===== config.mk =====
export PLATFORM = sky130hd
export DESIGN_NAME = frame_sync_controller
export DESIGN_NICKNAME = d
export VERILOG_FILES = /design/src/rtl/fsc_pkg.sv /design/src/rtl/sync_window_match.sv /design/src/rtl/frame_sync_controller.sv
export SDC_FILE = /design/constraint.sdc
export NUM_CORES = 1
export LEC_CHECK = 0
export ABC_CLOCK_PERIOD_IN_PS = 2500
export CORE_MARGIN = 4
export CORE_UTILIZATION = 45
export DETAILED_ROUTE_END_ITERATION = 12
export GPL_TIMING_DRIVEN = 0
export PLACE_DENSITY = 0.67
export SLEW_MARGIN = 20
export SYNTH_ARGS = -nofsm -noshare
export SYNTH_HDL_FRONTEND = slang
export SYNTH_SLANG_ARGS = --single-unit
export TNS_END_PERCENT = 10

===== constraint.sdc =====
create_clock -name clk_i -period 2.5 [get_ports clk_i]
set_input_delay 0.5 -clock clk_i [delete_from_list [all_inputs] [get_ports clk_i]]
set_output_delay 0.5 -clock clk_i [all_outputs]
set_load 0.02 [all_outputs]

===== src/rtl/fsc_pkg.sv =====
// Shared definitions for the frame-sync controller and its helpers.
//
// Contents:
//   fsc_state_e  - controller state encoding (HUNT / VERIFY / LOCKED, 2 bits)
//   FSC_PAT_W    - default sync word width
//   FSC_PATTERN  - default sync word, MSB received first
package fsc_pkg;

  typedef enum logic [1:0] {
    HUNT   = 2'd0,
    VERIFY = 2'd1,
    LOCKED = 2'd2
  } fsc_state_e;

  localparam int unsigned FSC_PAT_W = 6;
  localparam logic [FSC_PAT_W-1:0] FSC_PATTERN = 6'b110110;

endpackage


===== src/rtl/sync_window_match.sv =====
// Sliding-window pattern matcher for a serial bit stream.
//
// The last PAT_W-1 valid bits are kept in a shift register. The match output
// is combinational: it compares the stored bits plus the bit currently on
// bit_i against PATTERN, so a hit is visible on the same cycle as the final
// bit of the word. Overlapping occurrences are naturally detected.
//
// Ports:
//   clk_i    - rising-edge clock
//   rst_ni   - asynchronous active-low reset, clears the window
//   bit_i    - serial data bit
//   valid_i  - bit_i is shifted in only when high
//   match_o  - {window, bit_i} equals PATTERN
module sync_window_match
  import fsc_pkg::*;
#(
  parameter int unsigned          PAT_W   = FSC_PAT_W,
  parameter logic [PAT_W-1:0]     PATTERN = FSC_PATTERN
) (
  input  logic clk_i,
  input  logic rst_ni,
  input  logic bit_i,
  input  logic valid_i,
  output logic match_o
);

  logic [PAT_W-2:0] win_q;
  logic [PAT_W-1:0] winExt;

  // The candidate word is the stored history with the newest bit appended;
  // its low PAT_W-1 bits are also the next window contents.
  assign winExt  = {win_q, bit_i};
  assign match_o = (winExt == PATTERN);

  // Window shift register, frozen while valid_i is low.
  always_ff @(posedge clk_i or negedge rst_ni) begin
    if (!rst_ni) begin
      win_q <= '0;
    end else if (valid_i) begin
      win_q <= winExt[PAT_W-2:0];
    end
  end

endmodule


===== src/rtl/frame_sync_controller.sv =====
// Serial frame-sync controller.
//
// Hunts the bit stream for the sync word, verifies it recurs every FRAME_BITS
// bits LOCK_CNT times, then declares lock. While locked it flywheels through
// up to MISS_LIMIT-1 consecutive missed sync words and drops back to hunting
// on the MISS_LIMIT-th. Payload bits of locked frames are emitted with their
// index for downstream deframing.
//
// Ports:
//   clk_i        - rising-edge clock
//   rst_ni       - asynchronous active-low reset
//   din_i        - serial data bit
//   din_valid_i  - din_i is sampled only when high; all state holds otherwise
//   locked_o     - high while in LOCKED
//   state_o      - current state (0 HUNT, 1 VERIFY, 2 LOCKED)
//   sync_pulse_o - one-cycle pulse, sync word accepted on the previous valid bit
//   sync_miss_o  - one-cycle pulse, expected sync slot did not match
//   pay_valid_o  - one-cycle pulse per payload bit (LOCKED only)
//   pay_bit_o    - payload bit, qualified by pay_valid_o
//   pay_idx_o    - payload bit index 0..PAY_LEN-1
// All outputs are registered.
module frame_sync_controller
  import fsc_pkg::*;
#(
  parameter int unsigned      PAT_W      = FSC_PAT_W,
  parameter logic [PAT_W-1:0] PATTERN    = FSC_PATTERN,
  parameter int unsigned      PAY_LEN    = 10,
  parameter int unsigned      LOCK_CNT   = 3,
  parameter int unsigned      MISS_LIMIT = 3,
  localparam int unsigned     IDX_W      = (PAY_LEN > 1) ? $clog2(PAY_LEN) : 1
) (
  input  logic             clk_i,
  input  logic             rst_ni,
  input  logic             din_i,
  input  logic             din_valid_i,
  output logic             locked_o,
  output logic [1:0]       state_o,
  output logic             sync_pulse_o,
  output logic             sync_miss_o,
  output logic             pay_valid_o,
  output logic             pay_bit_o,
  output logic [IDX_W-1:0] pay_idx_o
);

  localparam int unsigned FRAME_BITS = PAT_W + PAY_LEN;
  localparam int unsigned POS_W      = $clog2(FRAME_BITS);
  localparam int unsigned HITS_W     = $clog2(LOCK_CNT + 1);
  localparam int unsigned MISS_W     = $clog2(MISS_LIMIT + 1);

  fsc_state_e        state_q,     state_d;
  logic [POS_W-1:0]  pos_q,       pos_d;
  logic [HITS_W-1:0] hits_q,      hits_d;
  logic [MISS_W-1:0] misses_q,    misses_d;
  logic              syncPulse_q, syncPulse_d;
  logic              syncMiss_q,  syncMiss_d;
  logic              locked_q,    locked_d;
  logic              payValid_q,  payValid_d;
  logic              payBit_q,    payBit_d;
  logic [IDX_W-1:0]  payIdx_q,    payIdx_d;

  logic              match;
  logic              atSyncEnd;
  logic [POS_W-1:0]  posNext;
  logic [HITS_W-1:0] hitsInc;
  logic [MISS_W-1:0] missesInc;

  sync_window_match #(
    .PAT_W   (PAT_W),
    .PATTERN (PATTERN)
  ) u_window (
    .clk_i   (clk_i),
    .rst_ni  (rst_ni),
    .bit_i   (din_i),
    .valid_i (din_valid_i),
    .match_o (match)
  );

  // The last sync bit of a frame sits at FRAME_BITS-1; the frame counter wraps
  // there so the following bit is payload index 0.
  assign atSyncEnd = (pos_q == POS_W'(FRAME_BITS - 1));
  assign posNext   = atSyncEnd ? '0 : pos_q + POS_W'(1);
  assign hitsInc   = hits_q + HITS_W'(1);
  assign missesInc = misses_q + MISS_W'(1);

  // State and output registers.
  always_ff @(posedge clk_i or negedge rst_ni) begin
    if (!rst_ni) begin
      state_q     <= HUNT;
      pos_q       <= '0;
      hits_q      <= '0;
      misses_q    <= '0;
      syncPulse_q <= 1'b0;
      syncMiss_q  <= 1'b0;
      locked_q    <= 1'b0;
      payValid_q  <= 1'b0;
      payBit_q    <= 1'b0;
      payIdx_q    <= '0;
    end else begin
      state_q     <= state_d;
      pos_q       <= pos_d;
      hits_q      <= hits_d;
      misses_q    <= misses_d;
      syncPulse_q <= syncPulse_d;
      syncMiss_q  <= syncMiss_d;
      locked_q    <= locked_d;
      payValid_q  <= payValid_d;
      payBit_q    <= payBit_d;
      payIdx_q    <= payIdx_d;
    end
  end

  // Next-state logic. Outside HUNT the window is only consulted at the
  // expected sync end, so stray matches inside payload are ignored. A miss
  // that sends VERIFY back to HUNT consumes that bit; it is not re-examined
  // as a fresh HUNT candidate.
  always_comb begin
    state_d     = state_q;
    pos_d       = pos_q;
    hits_d      = hits_q;
    misses_d    = misses_q;
    syncPulse_d = 1'b0;
    syncMiss_d  = 1'b0;

    case (state_q)
      HUNT: begin
        if (din_valid_i && match) begin
          pos_d       = '0;
          hits_d      = HITS_W'(1);
          misses_d    = '0;
          syncPulse_d = 1'b1;
          state_d     = (LOCK_CNT == 1) ? LOCKED : VERIFY;
        end
      end

      VERIFY: begin
        if (din_valid_i) begin
          pos_d = posNext;
          if (atSyncEnd) begin
            if (match) begin
              hits_d      = hitsInc;
              syncPulse_d = 1'b1;
              if (hitsInc == HITS_W'(LOCK_CNT)) begin
                state_d = LOCKED;
              end
            end else begin
              state_d    = HUNT;
              hits_d     = '0;
              pos_d      = '0;
              syncMiss_d = 1'b1;
            end
          end
        end
      end

      LOCKED: begin
        if (din_valid_i) begin
          pos_d = posNext;
          if (atSyncEnd) begin
            if (match) begin
              misses_d    = '0;
              syncPulse_d = 1'b1;
            end else begin
              misses_d   = missesInc;
              syncMiss_d = 1'b1;
              if (missesInc == MISS_W'(MISS_LIMIT)) begin
                state_d = HUNT;
                hits_d  = '0;
                pos_d   = '0;
              end
            end
          end
        end
      end

      default: begin
        state_d  = HUNT;
        pos_d    = '0;
        hits_d   = '0;
        misses_d = '0;
      end
    endcase
  end

  // Registered output values. locked follows the next state so that it
  // changes on the same cycle as state_o.
  always_comb begin
    locked_d   = (state_d == LOCKED);
    payValid_d = din_valid_i && (state_q == LOCKED) && (pos_q < POS_W'(PAY_LEN));
    payBit_d   = din_valid_i ? din_i : payBit_q;
    payIdx_d   = din_valid_i ? IDX_W'(pos_q) : payIdx_q;
  end

  assign state_o      = state_q;
  assign locked_o     = locked_q;
  assign sync_pulse_o = syncPulse_q;
  assign sync_miss_o  = syncMiss_q;
  assign pay_valid_o  = payValid_q;
  assign pay_bit_o    = payBit_q;
  assign pay_idx_o    = payIdx_q;

endmodule


==> run summary <==
die area -> 3690 µm²
CP peak stage delay -> 450 ps
CTS root buffer -> clkbuf_4
#FFs+latches synth -> 23
Most used DFF post-synth -> dfrtp_1
DP HPWL -> 1.78 mm
Routed WL -> 2.37 mm
Nets -> 140
CTS Sinks -> 23
H-tree level count -> 1
CTS buffer count -> 3
Clock Skew -> 4.95 ps
Cells after Synth -> 110
Initial Utilization -> 48.7%
Slowest cell on crit path -> dfrtp_1
Tightest Pin Transition -> 501 ps
Placed Area -> 1430 µm²
count of hold-fix buffers inserted at cts -> 0
power per cell area -> 587 nW/µm²
area fraction of the dominant cell type after synthesis -> 46.0%
crit share post-route -> 80.2%
Area Overhead vs Synth -> 15.9%
number of distinct library cells after synthesis -> 42
# DRC -> 0
vias per cell -> 5.87
drt pass-1 iters -> 6
ranking of synthesized cells by area -> dfrtp_1 46%, mux2_2 9.0%, ha_1 7.0%
Fill cells -> 239
Commonest cells post-synth -> 23 x dfrtp_1, 10 x mux2_2, 8 x inv_1, 7 x ha_1, 6 x nor2_1
io pins -> 15
Die Wd -> 60.7 µm
post-synthesis sequential area ratio -> 46.0%
register area -> 576 µm²
worst skew pair latency -> 310 ps
Pwr Total -> 0.851 mW
min-delay worst type -> input pin to asynchronous set/reset pin
fmax -> 499 MHz
Final ANT Viol Nets -> 0
crit path DAT -> 2220 ps
CP cell instances -> inv_1 > ha_1 > clkbuf_1 > nor2_1 > o21ai_1 > a21oi_1 > a32o_1
Clock transition at path regs -> 130 ps
Final min period -> 2010 ps
delay-heaviest family, CP -> compound AO/OA/AOI/OAI gates
Setup Buffers After CTS -> 0
number of synthesized flops with an enable pin -> 0
Finished Layout Cells -> 158
area occupied by multi-input gates -> 631 µm²
Congestion Overflow GR -> 0
Design Area, Final -> 1450 µm²
deepest clock path buffer count -> 2
status -> complete, no violations
post_cts resized -> 0
Synth warnings -> 0
setup tns final -> 0 ps
largest net degree at the start of global routing -> 24
Buf/Inv on CP -> 2
startpoint types -> flip-flop
Post-Synthesis Cell Area -> 1250 µm²
LEAKAGE -> 0.642 nW
Util after Layout -> 56.5%
crit-path max FO -> 10
via count -> 927
number of global-route vias before repair -> 896
share of async-settable or async-resettable flops after synthesis -> 100%
port buffer count -> 14
Slew Limit Fails -> 0
Mapped Avg Cell Area -> 11.4 µm²
Final Hold Viols -> 0
worst vdd ir -> 0.448 mV
First DRT Iteration DRCs -> 27
first-pass GRT wire length -> 4.06 mm
share of cells above drive strength 1 -> 19.5%
All-Layer GR Usage -> 14.7%
Rel. slew slack -> 66.6%
CP required -> 2720 ps
Syn Nets -> 121
Die Y -> 60.7 µm
routability cong. -> 0.799
total of max-cap violations -> 0
crit path kind -> flip-flop to flip-flop
row count -> 18
top-count cell post-synth -> dfrtp_1
core area -> 2570 µm²
RSZ-0062 raised after global routing -> no
WL/cell -> 15.0 µm
CP endpoint kind -> flip-flop
initial antenna violation count -> 0
largest area contributor in the netlist -> dfrtp_1
ANT cells -> 0
CTS tree -> built
placed cells -> 154
final setup vio count -> 0
==> logic make-up after synthesis <==
group / Yosys count / share of synthesized area (%)
simple gates: 28 / 14.8
flops: 23 / 46.0
buf+inv: 12 / 3.60
mux: 11 / 9.80
fa+ha+maj: 7 / 7.00
compound gates: 29 / 18.8
==> metrics by stage <==
stage | setup slack, ps | hold WS (ps)
4_1_cts | 503 | 535
6_report | 495 | 132
3_3_place_gp | 241 | 495
3_5_place_dp | 223 | 501
5_1_grt | 330 | 162
2_1_floorplan | 610 | 204
==> cell usage in the layout (no fill, tap or decap), types with 2 or more instances in the layout <==
master | Yosys | layout
clkbuf_1 | 4 | 5
clkbuf_4 | 0 | 3
and3_1 | 2 | 2
nand2_1 | 2 | 2
inv_1 | 8 | 8
a211oi_1 | 2 | 2
o21ai_0 | 3 | 3
nor3_1 | 4 | 4
nor2_1 | 6 | 6
clkdlybuf4s50_1 | 0 | 13
dfrtp_1 | 23 | 23
o2bb2ai_1 | 2 | 2
mux2_2 | 10 | 10
a221o_1 | 2 | 2
nand3_1 | 3 | 3
a21oi_1 | 3 | 3
ha_1 | 7 | 7
a22oi_1 | 2 | 2
a22o_1 | 2 | 2
==> registers in the layout, indices dropped and copies added, names as in the netlist <==
signal / count
state_o: 2
misses_q: 2
hits_q: 2
pay_idx_o: 4
u_window.win_q: 5
pay_valid_o: 1
locked_o: 1
sync_miss_o: 1
pos_q: 4
sync_pulse_o: 1
==> cell type report <==
cell class / instances / share of cell area (%)
sequential: 23 / 39.7
tap: 30 / 2.59
buffer: 4 / 1.04
timing repair buffer: 14 / 9.32
multi-input combinational: 75 / 43.5
inverter: 8 / 2.07
clock buffer: 4 / 1.81
==> path summary, 6_finish.rpt <==
kind	endpoint	cells after the start	slack, ps	from
max in group asynchronous	u_window.win_q[2]	1	2030	rst_ni
min in group clk_i	pay_idx_o[2]	1	530	pay_idx_o[2]
hold / removal	state_o[0]	1	130	rst_ni
hold reg to reg	pay_idx_o[2]	1	530	pay_idx_o[2]
setup reg to reg	pos_q[0]	7	490	state_o[1]
setup / recovery	pos_q[0]	7	490	state_o[1]
==> report_power, final <==
group | internal, mW | total, mW | switching [mW]
registers | 0.413 | 0.453 | 0.0401
logic | 0.101 | 0.224 | 0.123
clock network | 0.0623 | 0.174 | 0.112
==> worst register-to-register path, cell delays in order, from the launching register on <==
cell and delay, ps:
dfrtp_1 450, inv_1 100, ha_1 140, clkbuf_1 360
nor2_1 80, o21ai_1 370, a21oi_1 190, a32o_1 230
==> layer usage <==
metal / GRT usage, % / vias up / part of all wire (%)
met2: 23.4 / 26 / 48
met3: 2.77 / 4 / 4.4
met1: 20.2 / 443 / 46
li1: - / 454 / -
met5: 0 / - / 0
met4: 4.64 / 0 / 1.3
Note: power is estimated with default switching activity, not from simulation.
